<file path="config.mk">
export PLATFORM = sky130hd
export DESIGN_NAME = esfa_array_pipelined
export DESIGN_NICKNAME = d
export VERILOG_FILES = /design/src/rtl/esfa_array_pipelined.sv
export SDC_FILE = /design/constraint.sdc
export NUM_CORES = 1
export LEC_CHECK = 0
export BUFFER_PORTS_ARGS = -buffer_cell sky130_fd_sc_hd__buf_2
export CAP_MARGIN = 15
export CORE_UTILIZATION = 50
export CTS_CLUSTER_DIAMETER = 120
export DETAILED_ROUTE_END_ITERATION = 8
export GPL_TIMING_DRIVEN = 0
export HOLD_SLACK_MARGIN = 0.03
export PLACE_DENSITY_LB_ADDON = 0.2
export SETUP_SLACK_MARGIN = 0.15
export SYNTH_ARGS = -nofsm -noshare
export SYNTH_HDL_FRONTEND = slang
export SYNTH_SLANG_ARGS = --single-unit
</file>
<file path="constraint.sdc">
create_clock -name clk -period 2.9 [get_ports clk]
set_input_delay 0 -clock clk [delete_from_list [all_inputs] [get_ports clk]]
set_output_delay 0 -clock clk [all_outputs]
set_load 0.02 [all_outputs]
</file>
<file path="src/rtl/esfa_array_pipelined.sv">
// Tagged cell store with a registered lowest-handle reduction tree and a sweep FSM that invalidates all cells.
// Optional macro ESFA_MULTIHIT_EN adds r_multi (two or more cells matched), aligned with r_valid.
module esfa_array_pipelined #(
  parameter  int NUM_CELLS = 8,
  parameter  int IDX_W     = 8,
  parameter  int VAL_W     = 8,
  parameter  int META_W    = 8,
  localparam int HANDLE_W  = $clog2(NUM_CELLS)
) (
  input  logic                clk,
  input  logic                reset_n,
  input  logic                flush,
  output logic                busy,
  input  logic                wr_en,
  input  logic                wr_clear,
  input  logic                wr_is_meta,
  input  logic [HANDLE_W-1:0] wr_handle,
  input  logic [IDX_W-1:0]    wr_index,
  input  logic [VAL_W-1:0]    wr_value,
  input  logic [META_W-1:0]   wr_meta,
  input  logic                q_valid,
  output logic                q_ready,
  input  logic [IDX_W-1:0]    q_selector,
  output logic                r_valid,
  output logic                r_hit,
  output logic [HANDLE_W-1:0] r_handle,
  output logic [VAL_W-1:0]    r_value,
  output logic [META_W-1:0]   r_meta
`ifdef ESFA_MULTIHIT_EN
  ,
  output logic                r_multi
`endif
);

  localparam int LEVELS = HANDLE_W;

  localparam logic ST_SWEEP = 1'b0;
  localparam logic ST_READY = 1'b1;

  // ---------------------------------------------------------------------------
  // Sweep FSM
  // ---------------------------------------------------------------------------
  logic                state_q, state_d;
  logic [HANDLE_W-1:0] ptr_q, ptr_d;

  // NOTE: combinational blocks use blocking '=' and assign every output a default
  // first, so no path can leave a value unassigned and infer a latch.
  always_comb begin
    state_d = state_q;
    ptr_d   = ptr_q;
    case (state_q)
      ST_SWEEP: begin
        if (ptr_q == HANDLE_W'(NUM_CELLS - 1)) begin
          state_d = ST_READY;
          ptr_d   = '0;
        end else begin
          ptr_d = ptr_q + HANDLE_W'(1);
        end
      end
      default: begin
        if (flush) begin
          state_d = ST_SWEEP;
          ptr_d   = '0;
        end
      end
    endcase
  end

  // NOTE: clocked blocks use non-blocking '<=' so every register samples the
  // pre-edge value of every other register, independent of block ordering.
  always_ff @(posedge clk or negedge reset_n) begin
    if (!reset_n) begin
      state_q <= ST_SWEEP;
      ptr_q   <= '0;
    end else begin
      state_q <= state_d;
      ptr_q   <= ptr_d;
    end
  end

  assign busy    = (state_q == ST_SWEEP);
  assign q_ready = !busy;

  // ---------------------------------------------------------------------------
  // Cell storage
  // ---------------------------------------------------------------------------
  logic [IDX_W-1:0]     cell_idx_q  [NUM_CELLS];
  logic [VAL_W-1:0]     cell_val_q  [NUM_CELLS];
  logic [META_W-1:0]    cell_meta_q [NUM_CELLS];
  logic [NUM_CELLS-1:0] cell_valid_q;

  // NOTE: the cell array has no reset; the valid bits are cleared by the sweep
  // one cell per cycle, so the payload never needs a reset tree.
  always_ff @(posedge clk) begin
    if (busy) begin
      cell_valid_q[ptr_q] <= 1'b0;
    end else if (wr_en) begin
      if (wr_clear) begin
        cell_valid_q[wr_handle] <= 1'b0;
      end else if (wr_is_meta) begin
        cell_meta_q[wr_handle] <= wr_meta;
      end else begin
        cell_idx_q[wr_handle]   <= wr_index;
        cell_val_q[wr_handle]   <= wr_value;
        cell_meta_q[wr_handle]  <= wr_meta;
        cell_valid_q[wr_handle] <= 1'b1;
      end
    end
  end

  // ---------------------------------------------------------------------------
  // Query pipeline: leaf compare stage, then one registered combine per level
  // ---------------------------------------------------------------------------
  logic              q_accept;
  logic [LEVELS:0]   vld_q;

  assign q_accept = q_valid && !busy;

  always_ff @(posedge clk or negedge reset_n) begin
    if (!reset_n) begin
      vld_q <= '0;
    end else begin
      vld_q <= {vld_q[LEVELS-1:0], q_accept};
    end
  end

  // Every node payload is zero unless its hit bit is set, so a miss (or a bubble)
  // reaches the outputs as all-zero without a separate output mask.
  for (genvar l = 0; l <= LEVELS; l++) begin : g_lvl
    localparam int NODES = NUM_CELLS >> l;

    logic                hit_q  [NODES];
    logic [HANDLE_W-1:0] hdl_q  [NODES];
    logic [VAL_W-1:0]    val_q  [NODES];
    logic [META_W-1:0]   meta_q [NODES];
`ifdef ESFA_MULTIHIT_EN
    logic                multi_q[NODES];
`endif

    for (genvar n = 0; n < NODES; n++) begin : g_node
      logic                hit_d;
      logic [HANDLE_W-1:0] hdl_d;
      logic [VAL_W-1:0]    val_d;
      logic [META_W-1:0]   meta_d;
`ifdef ESFA_MULTIHIT_EN
      logic                multi_d;
`endif

      if (l == 0) begin : g_leaf
        always_comb begin
          hit_d  = q_accept && cell_valid_q[n] && (cell_idx_q[n] == q_selector);
          hdl_d  = hit_d ? HANDLE_W'(n) : '0;
          val_d  = hit_d ? cell_val_q[n] : '0;
          meta_d = hit_d ? cell_meta_q[n] : '0;
`ifdef ESFA_MULTIHIT_EN
          multi_d = 1'b0;
`endif
        end
      end else begin : g_comb
        // Left child holds the lower handles, so it wins whenever it hit.
        logic lh, rh;
        assign lh = g_lvl[l-1].hit_q[2*n];
        assign rh = g_lvl[l-1].hit_q[2*n+1];

        always_comb begin
          hit_d  = lh | rh;
          hdl_d  = lh ? g_lvl[l-1].hdl_q[2*n]  : g_lvl[l-1].hdl_q[2*n+1];
          val_d  = lh ? g_lvl[l-1].val_q[2*n]  : g_lvl[l-1].val_q[2*n+1];
          meta_d = lh ? g_lvl[l-1].meta_q[2*n] : g_lvl[l-1].meta_q[2*n+1];
`ifdef ESFA_MULTIHIT_EN
          multi_d = (lh & rh) | g_lvl[l-1].multi_q[2*n] | g_lvl[l-1].multi_q[2*n+1];
`endif
        end
      end

      always_ff @(posedge clk or negedge reset_n) begin
        if (!reset_n) begin
          hit_q[n]  <= 1'b0;
          hdl_q[n]  <= '0;
          val_q[n]  <= '0;
          meta_q[n] <= '0;
`ifdef ESFA_MULTIHIT_EN
          multi_q[n] <= 1'b0;
`endif
        end else begin
          hit_q[n]  <= hit_d;
          hdl_q[n]  <= hdl_d;
          val_q[n]  <= val_d;
          meta_q[n] <= meta_d;
`ifdef ESFA_MULTIHIT_EN
          multi_q[n] <= multi_d;
`endif
        end
      end
    end
  end

  assign r_valid  = vld_q[LEVELS];
  assign r_hit    = g_lvl[LEVELS].hit_q[0];
  assign r_handle = g_lvl[LEVELS].hdl_q[0];
  assign r_value  = g_lvl[LEVELS].val_q[0];
  assign r_meta   = g_lvl[LEVELS].meta_q[0];
`ifdef ESFA_MULTIHIT_EN
  assign r_multi  = g_lvl[LEVELS].multi_q[0];
`endif

endmodule

</file>
== After elaboration in Yosys (flattened, before gate mapping) ==
Memories as Yosys holds them, arrays and structs flattened.
Index checks and enable logic that the tools add are counted.

* Memories kept: 3
* Word-level logic and storage cells: 186
* Bits in writable memories: 192
* Output and inout port bits: 23
* Bits of input ports: 42
* Register bits: 305

{| class="wikitable"
|+ Memory list
! name !! words !! width !! rd ports !! clocked after Yosys merged registers in !! write ports !! RTL line !! text
|-
| cell_idx_q || 8 || 8 || 8 || 0 || 1 || 87 || <nowiki>logic [IDX_W-1:0] cell_idx_q [NUM_CELLS];</nowiki>
|-
| cell_meta_q || 8 || 8 || 8 || 0 || 1 || 89 || <nowiki>logic [META_W-1:0] cell_meta_q [NUM_CELLS];</nowiki>
|-
| cell_val_q || 8 || 8 || 8 || 0 || 1 || 88 || <nowiki>logic [VAL_W-1:0] cell_val_q [NUM_CELLS];</nowiki>
|}

* Reductions and logical operators: 20
* Add/sub/neg operators: 1
* Magnitude comparators: 4
* Muxes and demuxes: 69
* Equality and inequality tests: 12
* Bitwise logic cells: 14

{| class="wikitable"
|+ Operators with widths
! operator !! count
|-
| $mux W8 || 35
|-
| $eq A8 B8 Y1 || 8
|-
| $mux W3 || 11
|-
| $logic_and A1 B1 Y1 || 19
|-
| $mux W1 || 17
|-
| $and A8 B8 Y8 || 2
|-
| $not A8 Y8 || 2
|-
| $lt A3 B4 Y1 const B || 2
|-
| $mux W2 || 4
|-
| $or A1 B1 Y1 || 8
|-
| $or A8 B8 Y8 || 1
|-
| $demux W1 S3 || 2
|-
| $ge A3 B1 Y1 const B || 2
|-
| $ne A2 B2 Y1 const B || 2
|-
| $add A3 B1 Y3 const B || 1
|-
| $eq A3 B3 Y1 const B || 1
|-
| $ne A3 B3 Y1 const B || 1
|-
| $reduce_and A2 Y1 || 1
|-
| $not A1 Y1 || 1
|}

== Longest topological paths before layout ==
Gate-level depths: netlist (run 1).

* Word-level depth: 9
* Depth in mapped cells: 5
* Mapped depth without buffers: 4

== Worst setup path after synthesis (run 1) ==
Ideal clock, no wire load.

* Path kind: register to register
* From: reg state_q (netlist: q_ready)
* To: mem cell_idx_q[5][0], enable pin
* Library setup time: 0.432 ns
* Required time: 2.468 ns
* Period minus slack after synthesis: 3.094 ns
* Data arrival time: 2.663 ns
* Path slack: -0.194 ns
* Path buffers: 1
* Stages on the path, launching flop included: 5
* Cell sequence: dfrtp_1 buf_6 inv_2 or3_1 nor4_1

* Cells in the longest elaborated chain, start to end: 2

{| class="wikitable"
|+ RTL lines
! what !! RTL line !! text
|-
| start: declaration || 43 || <nowiki>logic state_q, state_d;</nowiki>
|-
| start signal: assignment || 76 || <nowiki>state_q <= state_d;</nowiki>
|-
| $mux W1 || 95 || <nowiki>if (busy) begin</nowiki>
|-
| $mux W1 (implied by the code) || 103 || <nowiki>cell_idx_q[wr_handle] <= wr_index;</nowiki>
|-
| end: declaration || 87 ||
|}

Every way passes these cells.

== Worst setup path in the final report (run 1) ==
* From: reg state_q (netlist: q_ready)
* To: reg g_lvl[0].val_q[20] in the netlist's numbering

* Cells in the longest elaborated chain, start to end: 4

{| class="wikitable"
|+ RTL lines
! what !! RTL line !! text
|-
| $logic_and A1 B1 Y1 || 117 || <nowiki>assign q_accept = q_valid && !busy;</nowiki>
|-
| net q_accept || 114 || <nowiki>logic q_accept;</nowiki>
|-
| $logic_and A1 B1 Y1 (2 in series) || 151 || <nowiki>hit_d = q_accept && cell_valid_q[n] && (cell_idx_q[n] == q_selector);</nowiki>
|-
| $mux W8 || 153 || <nowiki>val_d = hit_d ? cell_val_q[n] : '0;</nowiki>
|-
| net g_lvl[0].g_node[5].val_d[4] || 143 || <nowiki>logic [VAL_W-1:0] val_d;</nowiki>
|-
| end signal: indexed assignment || 188 || <nowiki>val_q[n] <= val_d;</nowiki>
|-
| end: declaration || 134 || <nowiki>logic [VAL_W-1:0] val_q [NODES];</nowiki>
|}

The timed path passes the listed nets, and every way through them passes these cells.
A chain may end at the register's enable or synchronous reset.

==> results of run 1 <==
==> what timing repair did <==
| item | in CTS | in global routing |
|---|---|---|
| hold buffers | 50 | 0 |
| hold endpoints to repair | 551 | 0 |
| setup buffers | 0 | 0 |
==> power by group <==
group          total [mW]  switching [mW]  leakage (nW)  internal [mW]
Clock                6.15            2.42         0.799           3.74
Sequential           7.25          0.0911          5.65           7.16
Combinational       0.938           0.633          2.41          0.305
Total                14.3            3.14          8.86           11.2
==> metrics by stage <==
stage | hold slack [ns] | utilization (%) | total power, mW
after floorplan | -0.296 | - | 7.89
after global placement | 0.213 | 53.6 | 8.21
after detailed placement | -0.0484 | 54.3 | 8.26
after CTS | 0.0457 | 60.4 | 14.5
after global routing | 0.0703 | 60.4 | 14.8
final | 0.0461 | 60.4 | 14.3
==> routing by layer <==
metal | share of wire (%) | vias up | GRT usage [%]
met5 | 0 | - | 0
met4 | 2.6 | 0 | 6.68
met3 | 4.7 | 58 | 2.70
met2 | 48 | 211 | 32.1
met1 | 45 | 4672 | 28.2
li1 | - | 4222 | -
==> flip-flops by register name, summed over array words and instances, names as in the netlist, 8 cells and up, named ones only <==
| signal | flops |
|---|---|
| r_value | 8 |
| r_meta | 8 |
| g_lvl.hdl_q | 19 |
| cell_idx_q | 64 |
| g_lvl.meta_q | 112 |
| cell_val_q | 64 |
| g_lvl.val_q | 112 |
| cell_meta_q | 64 |
==> layout make-up <==
| type | count | area, um2 | area share [%] |
|---|---|---|---|
| Sequential cell | 475 | 12900 | 61.2 |
| Multi-Input combinational cell | 455 | 4240 | 20.1 |
| Clock buffer | 68 | 1410 | 6.69 |
| Timing Repair Buffer | 116 | 986 | 4.68 |
| Tap cell | 455 | 569 | 2.70 |
| Inverter | 104 | 390 | 1.85 |
| Buffer | 57 | 385 | 1.83 |
| Clock inverter | 20 | 196 | 0.932 |
==> layout by cell type (no fill, tap or decap), drive strengths merged <==
cell / instances
buf: 113
nand3: 48
nand2: 8
dlygate4sd3: 49
mux2: 116
edfxtp: 200
clkinv: 16
o2bb2ai: 2
o41ai: 3
dfrtp: 275
nor3: 15
o21ai: 10
o311ai: 2
inv: 104
ha: 2
or3: 3
o211ai: 5
nor2: 9
nand2b: 5
o32ai: 2
or3b: 1
nand4b: 1
nor2b: 8
bufinv: 4
clkbuf: 79
nand4: 8
o31ai: 3
or2: 8
and2: 1
xnor2: 64
nor4: 131
==> worst min-delay path by stage <==
stage / cells past startpoint / to
6_report: 3 / r_value[0]
5_1_grt: 3 / r_value[0]
4_1_cts: 3 / r_value[0]
3_5_place_dp: 1 / r_value[0]
3_3_place_gp: 2 / ptr_q[1]
2_1_floorplan: 0 / g_lvl[0].hdl_q[11]
==> tightest hold or removal path: cells and delay by family <==
kind,cells,cell delay (ns)
buffers and inverters,3,0.96
==> logic make-up after synthesis <==
logic type / Yosys count / share of synthesized area (%)
AND/OR/NAND/NOR: 246 / 11.4
flip-flops: 475 / 72.2
buffers and inverters: 161 / 4.34
multiplexers: 116 / 7.31
XOR/XNOR: 64 / 3.56
AO/OA/AOI/OAI: 27 / 1.06
adder cells (fa/ha/maj): 2 / 0.140
==> report_table.html, run 1 <==
<table>
<tr><th>Metric</th><th>Value</th></tr>
<tr><th colspan="2">Synth</th></tr>
<tr><td>Portion of synthesized cell area occupied by the leading cell type</td><td>38.5%</td></tr>
<tr><td>Syn_area_per_cell</td><td>16.4 um2</td></tr>
<tr><td>Post-synthesis cell type with the largest combined area</td><td>dfrtp_1</td></tr>
<tr><td>Cell types with the largest area share after synthesis</td><td>dfrtp_1 39%, edfxtp_1 34%, mux2_2 7.3%</td></tr>
<tr><td>Top-count cell post-synth</td><td>dfrtp_1</td></tr>
<tr><td>Netlist area before placement</td><td>17900 um2</td></tr>
<tr><td>Post-synthesis cell type count</td><td>39</td></tr>
<tr><td>Most used DFF post-synth</td><td>dfrtp_1</td></tr>
<tr><td>Register area share after synthesis</td><td>72.2%</td></tr>
<tr><td>Syn Nets</td><td>1135</td></tr>
<tr><td>Count of mapped cells out of synthesis</td><td>1091</td></tr>
<tr><td>Flip-flop and latch count after synthesis</td><td>475</td></tr>
<tr><td>Number of flops mapped to enable cells by yosys</td><td>200</td></tr>
<tr><td>Proportion of register bits with asynchronous set or reset after synthesis</td><td>57.9%</td></tr>
<tr><td>Ys Warns</td><td>0</td></tr>
<tr><td>List of most frequent post-synthesis cells</td><td>275 x dfrtp_1, 200 x edfxtp_1, 116 x mux2_2</td></tr>
<tr><th colspan="2">Worst setup path</th></tr>
<tr><td>Critical Setup Path Class</td><td>reg2reg</td></tr>
<tr><td>Bufs and invs on worst path</td><td>3</td></tr>
<tr><td>Worst reg2reg endpoint</td><td>g_lvl[0].val_q[20]</td></tr>
<tr><td>Reg-to-reg slack, setup</td><td>0.46 ns</td></tr>
<tr><td>Worst setup path end</td><td>g_lvl[0].val_q[20]</td></tr>
<tr><td>Critical path launch point type</td><td>register</td></tr>
<tr><td>Cell repeated most along the worst path</td><td>dlygate4sd3_1</td></tr>
<tr><td>Worst-path maximum fanout</td><td>9</td></tr>
<tr><td>Crit path max-delay cell type</td><td>dlygate4sd3_1</td></tr>
<tr><td>Critical Path Start</td><td>q_ready</td></tr>
<tr><td>Worst reg-to-reg path cell count</td><td>6</td></tr>
<tr><td>Chain of cells forming the critical path</td><td>and2_1, buf_6, nand4_4, dlygate4sd3_1, nor4_2, dlygate4sd3_1</td></tr>
<tr><td>Category of cells accounting for the largest share of critical-path delay</td><td>buffers and inverters</td></tr>
<tr><td>Critical path's largest stage delay</td><td>0.70 ns</td></tr>
<tr><td>Type of element capturing the critical path</td><td>register</td></tr>
<tr><td>R2r startpoint</td><td>q_ready</td></tr>
<tr><td>Crit path DAT</td><td>2.92 ns</td></tr>
<tr><td>Depth of the critical timing path with buffers and inverters included</td><td>6</td></tr>
<tr><td>Worst endpoint required time</td><td>3.38 ns</td></tr>
<tr><th colspan="2">Routing</th></tr>
<tr><td>Antenna-violating nets left</td><td>0</td></tr>
<tr><td>Routed wire per std cell</td><td>19.6 um</td></tr>
<tr><td>Detailed-router iteration count before antenna repair</td><td>5</td></tr>
<tr><td>DRC Markers</td><td>0</td></tr>
<tr><td>Total via count after detailed routing</td><td>9163</td></tr>
<tr><td>Total Routed Length</td><td>34300 um</td></tr>
<tr><td>Post-DR vias/cell</td><td>5.24</td></tr>
<tr><td>Initial DRC count</td><td>668</td></tr>
<tr><th colspan="2">Placement</th></tr>
<tr><td>Number of placed instances, taps included</td><td>1611</td></tr>
<tr><td>Post-Place Worst Slack</td><td>0.538 ns</td></tr>
<tr><td>DP HPWL</td><td>23700 um</td></tr>
<tr><td>Buffers on Ports</td><td>54</td></tr>
<tr><td>DP Area</td><td>18900 um2</td></tr>
<tr><td>Final estimated routing congestion in global placement</td><td>0.868</td></tr>
<tr><th colspan="2">Clock tree</th></tr>
<tr><td>Post-CTS Resized</td><td>0</td></tr>
<tr><td>Reg clk slew, reported paths</td><td>0.06 ns</td></tr>
<tr><td>Clk buf depth</td><td>3</td></tr>
<tr><td>Clock tree from TritonCTS</td><td>yes</td></tr>
<tr><td>Sink count of the clock tree</td><td>475</td></tr>
<tr><td>Master cell of the clock root buffer</td><td>clkbuf_16</td></tr>
<tr><td>Worst skew pair latency</td><td>0.55 ns</td></tr>
<tr><td>CTS buffer count</td><td>48</td></tr>
<tr><td># H-tree levels</td><td>2</td></tr>
<tr><th colspan="2">Timing</th></tr>
<tr><td>Relative max-transition margin</td><td>24.0%</td></tr>
<tr><td>Period utilization</td><td>84.0%</td></tr>
<tr><td>Clock period minus final worst setup slack</td><td>2.44 ns</td></tr>
<tr><td>Finish-stage setup viols</td><td>0</td></tr>
<tr><td>Final hold violation count</td><td>0</td></tr>
<tr><td>Final Slew Violations</td><td>0</td></tr>
<tr><td>Setup TNS</td><td>0 ns</td></tr>
<tr><td>Setup clock skew after layout</td><td>0.00884 ns</td></tr>
<tr><td>Least-Margin Pin Slew</td><td>1.13 ns</td></tr>
<tr><td>Unrepaired setup endpoints after global routing</td><td>false</td></tr>
<tr><td>Min setup slack post-route</td><td>0.463 ns</td></tr>
<tr><td>Fmax</td><td>410 MHz</td></tr>
<tr><th colspan="2">Global routing</th></tr>
<tr><td>Wire length of the first global-routing pass</td><td>54000 um</td></tr>
<tr><td>Maximum number of pins on one net before global-route repair</td><td>125</td></tr>
<tr><td>Vias in the first global route</td><td>9420</td></tr>
<tr><td>Antenna violations before repair</td><td>4</td></tr>
<tr><td>Remaining global-route overflow</td><td>0</td></tr>
<tr><td>GRT Total Usage</td><td>20.0%</td></tr>
<tr><th colspan="2">Floorplan</th></tr>
<tr><td>Die Height</td><td>191 um</td></tr>
<tr><td>Die span in x</td><td>191 um</td></tr>
<tr><td>Initial core utilization</td><td>51.2%</td></tr>
<tr><td>Core box area</td><td>34900 um2</td></tr>
<tr><td>Die ar.</td><td>36500 um2</td></tr>
<tr><td>Placement Rows</td><td>68</td></tr>
<tr><td>Top-level port count</td><td>65</td></tr>
<tr><th colspan="2">Power</th></tr>
<tr><td>Leak</td><td>8.86 nW</td></tr>
<tr><td>Power density normalized to cell area</td><td>681 nW/um2</td></tr>
<tr><td>Maximum resistive drop on vdd</td><td>0.000611 V</td></tr>
<tr><th colspan="2">Layout</th></tr>
<tr><td>Filler cell count in the final layout</td><td>2675</td></tr>
<tr><td>Final layout net count</td><td>1301</td></tr>
<tr><td>Fraction of layout cells with a size suffix above 1</td><td>33.1%</td></tr>
<tr><td>Area delta synth-&gt;final</td><td>18.0%</td></tr>
<tr><td>Post-route cell area</td><td>21100 um2</td></tr>
<tr><td>Filler-free cell count of the finished design</td><td>1750</td></tr>
<tr><td>N_diodes</td><td>0</td></tr>
<tr><th colspan="2">Run status</th></tr>
<tr><td>Result of the run</td><td>completed</td></tr>
<tr><th colspan="2">Run</th></tr>
<tr><td>Max-capacitance violation count</td><td>0</td></tr>
<tr><th colspan="2">Hold path</th></tr>
<tr><td>Path type of the worst min-delay path</td><td>in2async</td></tr>
</table>
(Power assumes the default switching activity.)
==> inputs of run 2 (changes only) <==
==> constraint.sdc (replaced) <==
create_clock -name clk -period 2.5 [get_ports clk]
set_input_delay 0 -clock clk [delete_from_list [all_inputs] [get_ports clk]]
set_output_delay 0 -clock clk [all_outputs]
set_load 0.02 [all_outputs]
==> run 2 against run 1 <==
Net effect:
- worst setup slack worse by 0.072 ns
- first-iteration DRC count down 13%
- fmax up 16%
- count of clock-buffer cells in the layout up 8
- utilization down 0.14 points
- critical endpoint is now cell_meta_q[0][3]
- largest cell class unchanged
- largest power group unchanged
==> report_table.html, run 2 (synthesis results as in run 1) <==
<table>
<tr><th>Metric</th><th>Value</th></tr>
<tr><th colspan="2">Worst setup path</th></tr>
<tr><td>Critical Setup Path Class</td><td>reg2reg</td></tr>
<tr><td>R2r startpoint</td><td>q_ready</td></tr>
<tr><td>Reg-to-reg slack, setup</td><td>0.39 ns (-0.07 ns)</td></tr>
<tr><td>Type of element capturing the critical path</td><td>register</td></tr>
<tr><td>Worst reg2reg endpoint</td><td>cell_meta_q[0][3]</td></tr>
<tr><td>Worst endpoint required time</td><td>2.68 ns (-0.70 ns)</td></tr>
<tr><td>Crit path DAT</td><td>2.29 ns (-0.63 ns)</td></tr>
<tr><td>Crit path max-delay cell type</td><td>nor2_2</td></tr>
<tr><td>Worst reg-to-reg path cell count</td><td>4 (-2)</td></tr>
<tr><td>Worst-path maximum fanout</td><td>10 (+1)</td></tr>
<tr><td>Category of cells accounting for the largest share of critical-path delay</td><td>simple AND/OR/NAND/NOR gates</td></tr>
<tr><td>Critical path's largest stage delay</td><td>0.45 ns (-0.25 ns)</td></tr>
<tr><td>Bufs and invs on worst path</td><td>1 (-2)</td></tr>
<tr><td>Chain of cells forming the critical path</td><td>buf_6, or3b_1, or3_4, nor2_2</td></tr>
<tr><td>Critical path launch point type</td><td>register</td></tr>
<tr><th colspan="2">Routing</th></tr>
<tr><td>Detailed-router iteration count before antenna repair</td><td>5 (unchanged)</td></tr>
<tr><td>Total via count after detailed routing</td><td>9094 (-0.75%)</td></tr>
<tr><td>Antenna-violating nets left</td><td>0 (unchanged)</td></tr>
<tr><td>Total Routed Length</td><td>33900 um (-1.1%)</td></tr>
<tr><td>Post-DR vias/cell</td><td>5.20 (-0.70%)</td></tr>
<tr><td>Routed wire per std cell</td><td>19.4 um (-1.1%)</td></tr>
<tr><td>Initial DRC count</td><td>578 (-13%)</td></tr>
<tr><td>DRC Markers</td><td>0 (unchanged)</td></tr>
<tr><th colspan="2">Clock tree</th></tr>
<tr><td>Master cell of the clock root buffer</td><td>clkbuf_16</td></tr>
<tr><td>Clock tree from TritonCTS</td><td>yes</td></tr>
<tr><td>Sink count of the clock tree</td><td>475 (unchanged)</td></tr>
<tr><td>Reg clk slew, reported paths</td><td>0.06 ns (about the same)</td></tr>
<tr><td>CTS buffer count</td><td>47 (-2.1%)</td></tr>
<tr><td>Clk buf depth</td><td>3 (unchanged)</td></tr>
<tr><td># H-tree levels</td><td>2 (unchanged)</td></tr>
<tr><td>Worst skew pair latency</td><td>0.55 ns (about the same)</td></tr>
<tr><th colspan="2">Floorplan</th></tr>
<tr><td>Die ar.</td><td>36500 um2 (unchanged)</td></tr>
<tr><td>Initial core utilization</td><td>51.2% (unchanged)</td></tr>
<tr><td>Core box area</td><td>34900 um2 (unchanged)</td></tr>
<tr><td>Top-level port count</td><td>65 (unchanged)</td></tr>
<tr><td>Placement Rows</td><td>68 (unchanged)</td></tr>
<tr><td>Die span in x</td><td>191 um (unchanged)</td></tr>
<tr><td>Die Height</td><td>191 um (unchanged)</td></tr>
<tr><th colspan="2">Global routing</th></tr>
<tr><td>Remaining global-route overflow</td><td>0 (unchanged)</td></tr>
<tr><td>Antenna violations before repair</td><td>5 (+1)</td></tr>
<tr><td>Maximum number of pins on one net before global-route repair</td><td>123 (-1.6%)</td></tr>
<tr><td>Wire length of the first global-routing pass</td><td>53400 um (-1.1%)</td></tr>
<tr><td>GRT Total Usage</td><td>19.7% (-0.29 points)</td></tr>
<tr><td>Vias in the first global route</td><td>9296 (-1.3%)</td></tr>
<tr><th colspan="2">Run status</th></tr>
<tr><td>Result of the run</td><td>completed</td></tr>
<tr><th colspan="2">Timing</th></tr>
<tr><td>Setup clock skew after layout</td><td>0.0114 ns (+0.00259 ns)</td></tr>
<tr><td>Finish-stage setup viols</td><td>0 (unchanged)</td></tr>
<tr><td>Fmax</td><td>474 MHz (+16%)</td></tr>
<tr><td>Final Slew Violations</td><td>0 (unchanged)</td></tr>
<tr><td>Least-Margin Pin Slew</td><td>1.07 ns (-0.0606 ns)</td></tr>
<tr><td>Period utilization</td><td>84.4% (+0.32 points)</td></tr>
<tr><td>Unrepaired setup endpoints after global routing</td><td>false</td></tr>
<tr><td>Final hold violation count</td><td>0 (unchanged)</td></tr>
<tr><td>Min setup slack post-route</td><td>0.391 ns (-0.0720 ns)</td></tr>
<tr><td>Relative max-transition margin</td><td>28.3% (+4.4 points)</td></tr>
<tr><td>Clock period minus final worst setup slack</td><td>2.11 ns (-0.328 ns)</td></tr>
<tr><th colspan="2">Placement</th></tr>
<tr><td>Number of placed instances, taps included</td><td>1609 (-0.12%)</td></tr>
<tr><td>Buffers on Ports</td><td>54 (unchanged)</td></tr>
<tr><td>Final estimated routing congestion in global placement</td><td>0.856 (-1.4%)</td></tr>
<tr><td>DP HPWL</td><td>23100 um (-2.5%)</td></tr>
<tr><td>DP Area</td><td>18900 um2 (-0.20%)</td></tr>
<tr><td>Post-Place Worst Slack</td><td>-0.0142 ns (-0.552 ns)</td></tr>
<tr><th colspan="2">Power</th></tr>
<tr><td>Maximum resistive drop on vdd</td><td>0.000577 V (-5.5%)</td></tr>
<tr><td>Leak</td><td>8.83 nW (-0.34%)</td></tr>
<tr><td>Power after layout</td><td>16.5 mW (+15%)</td></tr>
<tr><td>Power density normalized to cell area</td><td>785 nW/um2 (+15%)</td></tr>
<tr><th colspan="2">Hold path</th></tr>
<tr><td>Path type of the worst min-delay path</td><td>in2async</td></tr>
<tr><th colspan="2">Run</th></tr>
<tr><td>Max-capacitance violation count</td><td>0 (unchanged)</td></tr>
<tr><th colspan="2">Layout</th></tr>
<tr><td>Fraction of layout cells with a size suffix above 1</td><td>33.4% (+0.28 points)</td></tr>
<tr><td>Commonest non-fill, non-tap cell in the layout</td><td>dfrtp_1</td></tr>
<tr><td>Filler-free cell count of the finished design</td><td>1749 (-0.057%)</td></tr>
<tr><td>Highest-count cells in the layout ignoring fill and taps</td><td>275 x dfrtp_1, 200 x edfxtp_1, 116 x mux2_2, 101 x inv_1, 80 x buf_2</td></tr>
<tr><td>Largest regs</td><td>g_lvl.meta_q (112), g_lvl.val_q (112)</td></tr>
<tr><td>Final layout net count</td><td>1299 (-0.15%)</td></tr>
<tr><td>Area delta synth-&gt;final</td><td>17.7%</td></tr>
<tr><td>Post-route cell area</td><td>21000 um2 (-0.23%)</td></tr>
<tr><td>Filler cell count in the final layout</td><td>2628 (-1.8%)</td></tr>
</table>
[run 2: changes by cell type in the layout (fill, tap and decap cells not counted), moves of 3 or more]
| cell | delta |
|---|---|
| bufinv_16 | -3 |
| clkbuf_8 | +4 |
| clkinv_1 | -5 |
| clkbuf_1 | +3 |
[run 2: stage by stage]
| stage | utilization, % | hold WS, ns | TNS (ns) |
|---|---|---|---|
| after floorplan | - | -0.296 | 0 |
| after global placement | 53.7 | 0.215 | -964.64 |
| after detailed placement | 54.2 | -0.0866 | -0.186 |
| after CTS | 60.2 | 0.0348 | 0 |
| after global routing | 60.3 | 0.0544 | 0 |
| final | 60.3 | 0.0387 | 0 |
[run 2: worst max path at each step]
stage	start	cells after the start	end	slack (ns)
CTS	q_ready	4	cell_meta_q[5][6]	0.17
detailed placement	q_ready	4	cell_val_q[0][4]	-0.01
global placement	reset_n	1	g_lvl[0].meta_q[18]	-3.37
floorplan	q_ready	3	cell_idx_q[1][0]	0.16
finish	q_ready	4	cell_meta_q[0][3]	0.39
global route	q_ready	4	cell_meta_q[0][3]	0.25
[run 2: repair_timing]
item,4_1_cts,5_1_grt
resized for setup,1,0
buffers inserted,1,0
hold buffers,48,0
endpoints found under the hold margin,572,0
setup endpoints to repair,40,0
[run 2: per-layer routing]
metal,global-route usage [%],share of wire (%)
met1,27.3,44
met2,32.0,49
met3,3.71,5.3
met4,5.48,1.9
met5,0,0
[run 2: where the power goes]
group	internal [mW]	switching, mW	total [mW]
logic	0.353	0.737	1.09
registers	8.30	0.103	8.40
clock network	4.21	2.80	7.01
total	12.9	3.64	16.5
[run 2: layout make-up]
cell class / count / area, um2 / share of cell area (%)
diodes: 1 / 2.50 / 0.0119
plain buffers: 57 / 385 / 1.83
clock buffers: 76 / 1500 / 7.14
clock inverters: 11 / 81.3 / 0.387
inverters: 104 / 390 / 1.86
multi-input cells: 455 / 4250 / 20.2
flip-flops and latches: 475 / 12900 / 61.3
well taps: 455 / 569 / 2.71
repair buffers: 115 / 956 / 4.55
[run 2: worst register-to-register path, stage by stage (launching register included)]
cell,delay [ns]
dfrtp_1,0.37
buf_6,0.15
or3b_1,0.38
or3_4,0.39
nor2_2,0.45
==> inputs of run 3 (changes only) <==
--- a/config.mk
+++ b/config.mk
@@ -5,6 +5,7 @@
 export SDC_FILE = /design/constraint.sdc
 export NUM_CORES = 1
 export LEC_CHECK = 0
+export ABC_AREA = 1
 export BUFFER_PORTS_ARGS = -buffer_cell sky130_fd_sc_hd__buf_2
 export CAP_MARGIN = 15
 export CORE_UTILIZATION = 50
==> constraint.sdc (replaced) <==
create_clock -name clk -period 2.1 [get_ports clk]
set_input_delay 0 -clock clk [delete_from_list [all_inputs] [get_ports clk]]
set_output_delay 0 -clock clk [all_outputs]
set_load 0.02 [all_outputs]
==> run 3 against run 2 <==
Net effect:
- sequential power up 19%
- final cell count grew 25%
- fmax is 14% higher
- cell area about the same
- largest cell class unchanged
- largest power group unchanged
- clock power up 16%
- flip-flop and latch count unchanged
==> report_table.html, run 3 <==
<table>
<tr><th>Metric</th><th>Value</th></tr>
<tr><th colspan="2">Floorplan</th></tr>
<tr><td>Die span in x</td><td>191 um (about the same)</td></tr>
<tr><td>Placement Rows</td><td>68 (unchanged)</td></tr>
<tr><td>Initial core utilization</td><td>51.3% (+0.060 points)</td></tr>
<tr><td>Die Height</td><td>191 um (about the same)</td></tr>
<tr><td>Die ar.</td><td>36400 um2 (-0.13%)</td></tr>
<tr><td>Core box area</td><td>34800 um2 (-0.24%)</td></tr>
<tr><td>Top-level port count</td><td>65 (unchanged)</td></tr>
<tr><th colspan="2">Placement</th></tr>
<tr><td>Buffers on Ports</td><td>58 (+7.4%)</td></tr>
<tr><td>Post-Place Worst Slack</td><td>-0.193 ns (-0.179 ns)</td></tr>
<tr><td>Number of placed instances, taps included</td><td>2056 (+28%)</td></tr>
<tr><td>DP HPWL</td><td>24800 um (+7.3%)</td></tr>
<tr><td>Final estimated routing congestion in global placement</td><td>0.865 (+1.0%)</td></tr>
<tr><td>DP Area</td><td>18900 um2 (about the same)</td></tr>
<tr><th colspan="2">Run status</th></tr>
<tr><td>Result of the run</td><td>completed</td></tr>
<tr><th colspan="2">Synth</th></tr>
<tr><td>Number of flops mapped to enable cells by yosys</td><td>200 (unchanged)</td></tr>
<tr><td>Top-count cell post-synth</td><td>nand2_1</td></tr>
<tr><td>Ys Warns</td><td>0 (unchanged)</td></tr>
<tr><td>Syn_area_per_cell</td><td>11.6 um2 (-29%)</td></tr>
<tr><td>Count of mapped cells out of synthesis</td><td>1533 (+41%)</td></tr>
<tr><td>Post-synthesis cell type with the largest combined area</td><td>dfrtp_1</td></tr>
<tr><td>Netlist area before placement</td><td>17800 um2 (-0.13%)</td></tr>
<tr><td>Post-synthesis cell type count</td><td>28 (-28%)</td></tr>
<tr><td>Cell types with the largest area share after synthesis</td><td>dfrtp_1 39%, edfxtp_1 34%, nand2_1 11%</td></tr>
<tr><td>Proportion of register bits with asynchronous set or reset after synthesis</td><td>57.9% (unchanged)</td></tr>
<tr><td>Syn Nets</td><td>1577 (+39%)</td></tr>
<tr><td>Most used DFF post-synth</td><td>dfrtp_1</td></tr>
<tr><td>Flip-flop and latch count after synthesis</td><td>475 (unchanged)</td></tr>
<tr><td>List of most frequent post-synthesis cells</td><td>508 x nand2_1, 275 x dfrtp_1, 217 x inv_1</td></tr>
<tr><td>Register area share after synthesis</td><td>72.2% (+0.091 points)</td></tr>
<tr><td>Portion of synthesized cell area occupied by the leading cell type</td><td>38.6% (+0.049 points)</td></tr>
<tr><th colspan="2">Routing</th></tr>
<tr><td>Detailed-router iteration count before antenna repair</td><td>5 (unchanged)</td></tr>
<tr><td>Post-DR vias/cell</td><td>4.79 (-7.9%)</td></tr>
<tr><td>DR WL met2</td><td>19200 um (+16%)</td></tr>
<tr><td>Routed length on met1</td><td>15000 um (+1.3%)</td></tr>
<tr><td>Total Routed Length</td><td>36400 um (+7.5%)</td></tr>
<tr><td>Top Metal Used</td><td>met4</td></tr>
<tr><td>Routed wire per std cell</td><td>16.7 um (-14%)</td></tr>
<tr><td>DRC Markers</td><td>0 (unchanged)</td></tr>
<tr><td>Antenna-violating nets left</td><td>0 (unchanged)</td></tr>
<tr><td>Initial DRC count</td><td>519 (-10%)</td></tr>
<tr><td>Total via count after detailed routing</td><td>10500 (+15%)</td></tr>
<tr><td>Metal3 WL</td><td>1280 um (-29%)</td></tr>
<tr><th colspan="2">Worst setup path</th></tr>
<tr><td>Reg-to-reg slack, setup</td><td>0.25 ns (-0.14 ns)</td></tr>
<tr><td>Crit path DAT</td><td>2.06 ns (-0.23 ns)</td></tr>
<tr><td>Category of cells accounting for the largest share of critical-path delay</td><td>simple AND/OR/NAND/NOR gates</td></tr>
<tr><td>Critical Path Start</td><td>q_ready</td></tr>
<tr><td>Worst endpoint required time</td><td>2.30 ns (-0.38 ns)</td></tr>
<tr><td>Critical path launch point type</td><td>register</td></tr>
<tr><td>Critical Setup Path Class</td><td>reg2reg</td></tr>
<tr><td>Worst reg2reg endpoint</td><td>cell_meta_q[7][3]</td></tr>
<tr><td>Worst reg-to-reg path cell count</td><td>3 (-1)</td></tr>
<tr><td>Bufs and invs on worst path</td><td>1 (unchanged)</td></tr>
<tr><td>Worst setup path end</td><td>cell_meta_q[7][3]</td></tr>
<tr><td>Crit path max-delay cell type</td><td>nand3_2</td></tr>
<tr><td>Type of element capturing the critical path</td><td>register</td></tr>
<tr><td>Worst-path maximum fanout</td><td>10 (unchanged)</td></tr>
<tr><td>Critical path's largest stage delay</td><td>0.42 ns (-0.03 ns)</td></tr>
<tr><td>R2r startpoint</td><td>q_ready</td></tr>
<tr><td>Depth of the critical timing path with buffers and inverters included</td><td>3 (-1)</td></tr>
<tr><td>Chain of cells forming the critical path</td><td>buf_2, nand3_2, nor2_4</td></tr>
<tr><th colspan="2">Power</th></tr>
<tr><td>Leak</td><td>9.94 nW (+13%)</td></tr>
<tr><td>Maximum resistive drop on vdd</td><td>0.000884 V (+53%)</td></tr>
<tr><td>Power after layout</td><td>19.3 mW (+17%)</td></tr>
<tr><td>Power density normalized to cell area</td><td>917 nW/um2 (+17%)</td></tr>
<tr><th colspan="2">Timing</th></tr>
<tr><td>Setup clock skew after layout</td><td>0.0188 ns (+0.00738 ns)</td></tr>
<tr><td>Clock period minus final worst setup slack</td><td>1.85 ns (-0.255 ns)</td></tr>
<tr><td>Unrepaired setup endpoints after global routing</td><td>false</td></tr>
<tr><td>Fmax</td><td>539 MHz (+14%)</td></tr>
<tr><td>Final hold violation count</td><td>0 (unchanged)</td></tr>
<tr><td>Least-Margin Pin Slew</td><td>0.706 ns (-0.365 ns)</td></tr>
<tr><td>Finish-stage setup viols</td><td>0 (unchanged)</td></tr>
<tr><td>Relative max-transition margin</td><td>52.9% (+25 points)</td></tr>
<tr><td>Min setup slack post-route</td><td>0.246 ns (-0.145 ns)</td></tr>
<tr><td>Final Slew Violations</td><td>0 (unchanged)</td></tr>
<tr><td>Period utilization</td><td>88.3% (+3.9 points)</td></tr>
<tr><th colspan="2">Layout</th></tr>
<tr><td>Commonest non-fill, non-tap cell in the layout</td><td>nand2_1</td></tr>
<tr><td>Fraction of layout cells with a size suffix above 1</td><td>16.6% (-17 points)</td></tr>
<tr><td>Post-route cell area</td><td>21000 um2 (about the same)</td></tr>
<tr><td>Filler cell count in the final layout</td><td>2732 (+4.0%)</td></tr>
<tr><td>Multi-input gate area in the final layout</td><td>3850 um2 (-9.2%)</td></tr>
<tr><td>Highest-count cells in the layout ignoring fill and taps</td><td>508 x nand2_1, 275 x dfrtp_1, 217 x inv_1, 200 x edfxtp_1, 72 x nor3_2</td></tr>
<tr><td>Filler-free cell count of the finished design</td><td>2186 (+25%)</td></tr>
<tr><td>Largest regs</td><td>g_lvl.meta_q (112), g_lvl.val_q (112)</td></tr>
<tr><td>Area delta synth-&gt;final</td><td>17.8%</td></tr>
<tr><td>N_diodes</td><td>0 (-1)</td></tr>
<tr><td>Core utilization of the finished layout</td><td>60.4% (+0.14 points)</td></tr>
<tr><td>Register area</td><td>12900 um2 (unchanged)</td></tr>
<tr><td>Final layout net count</td><td>1738 (+34%)</td></tr>
<tr><th colspan="2">Global routing</th></tr>
<tr><td>Wire length of the first global-routing pass</td><td>58000 um (+8.6%)</td></tr>
<tr><td>Maximum number of pins on one net before global-route repair</td><td>97 (-21%)</td></tr>
<tr><td>Vias in the first global route</td><td>10800 (+16%)</td></tr>
<tr><td>Antenna violations before repair</td><td>0 (-5)</td></tr>
<tr><td>GRT Total Usage</td><td>21.2% (+1.5 points)</td></tr>
<tr><td>Remaining global-route overflow</td><td>0 (unchanged)</td></tr>
<tr><th colspan="2">Run</th></tr>
<tr><td>Max-capacitance violation count</td><td>0 (unchanged)</td></tr>
<tr><th colspan="2">Clock tree</th></tr>
<tr><td>Sink count of the clock tree</td><td>475 (unchanged)</td></tr>
<tr><td>Master cell of the clock root buffer</td><td>clkbuf_16</td></tr>
<tr><td>CTS buffer count</td><td>48 (+2.1%)</td></tr>
<tr><td># H-tree levels</td><td>2 (unchanged)</td></tr>
<tr><td>Clock tree from TritonCTS</td><td>yes</td></tr>
<tr><td>Worst skew pair latency</td><td>0.55 ns (about the same)</td></tr>
<tr><td>Clk buf depth</td><td>3 (unchanged)</td></tr>
<tr><td>Reg clk slew, reported paths</td><td>0.06 ns (about the same)</td></tr>
<tr><th colspan="2">Hold path</th></tr>
<tr><td>Path type of the worst min-delay path</td><td>in2reg</td></tr>
<tr><td>Cell depth of the worst hold path</td><td>4</td></tr>
</table>
-- run 3: area by class of cell --
cell class / instances / share of cell area (%)
plain buffers: 47 / 1.63
clock buffers: 79 / 7.05
clock inverters: 8 / 0.208
inverters: 232 / 4.19
multi-input cells: 779 / 18.3
flip-flops and latches: 475 / 61.3
well taps: 455 / 2.71
repair buffers: 111 / 4.56
-- run 3: worst min-delay path by stage --
| stage | end | from |
|---|---|---|
| 3_3_place_gp | q_ready | flush |
| 4_1_cts | g_lvl[0].meta_q[55] | q_selector[0] |
| 6_report | cell_val_q[7][4] | wr_is_meta |
| 2_1_floorplan | g_lvl[0].hdl_q[11] | reset_n |
| 5_1_grt | cell_val_q[7][4] | wr_is_meta |
| 3_5_place_dp | g_lvl[1].meta_q[5] | reset_n |
-- run 3: routing by layer --
layer  GRT usage (%)  vias up
met1            26.2     5063
met4            7.32        0
li1                -     5113
met3            2.96       70
met5               0        -
met2            38.1      223
-- run 3: timing repair --
| action | in CTS | in global routing |
|---|---|---|
| pin swaps | 0 | 4 |
| gates resized for setup | 10 | 15 |
| endpoints found under the hold margin | 357 | 0 |
| setup endpoints to repair | 146 | 190 |
| hold buffers | 39 | 0 |
| gates cloned | 0 | 0 |
| buffers inserted | 0 | 4 |
-- run 3: power breakdown --
part           internal [mW]  total [mW]  switching, mW
logic                  0.365        1.16          0.797
registers               9.90        9.99         0.0897
clock network           4.80        8.13           3.33
-- run 3: worst register-to-register path: stages, from the launching register on --
cell and delay, ns:
dfrtp_1 0.40, buf_2 0.27, nand3_2 0.42, nor2_4 0.43
-- run 3: kinds of logic (layout without fill, tap and decap cells) --
family / count (synthesis) / count (layout) / share of synthesized area (%)
XOR/XNOR: 13 / 13 / 0.638
flip-flops: 475 / 475 / 72.2
adder cells (fa/ha/maj): 2 / 2 / 0.140
AND/OR/NAND/NOR: 736 / 736 / 19.2
buffers and inverters: 279 / 477 / 6.86
AO/OA/AOI/OAI: 28 / 28 / 0.926
-- run 3: per-stage QoR --
step | TNS (ns) | hold WS, ns
after detailed placement | -3.67 | 0.0673
after floorplan | 0 | -0.296
final | 0 | 0.0535
after global routing | 0 | 0.0730
after CTS | -0.830 | 0.0348
after global placement | -1110.71 | 0.290
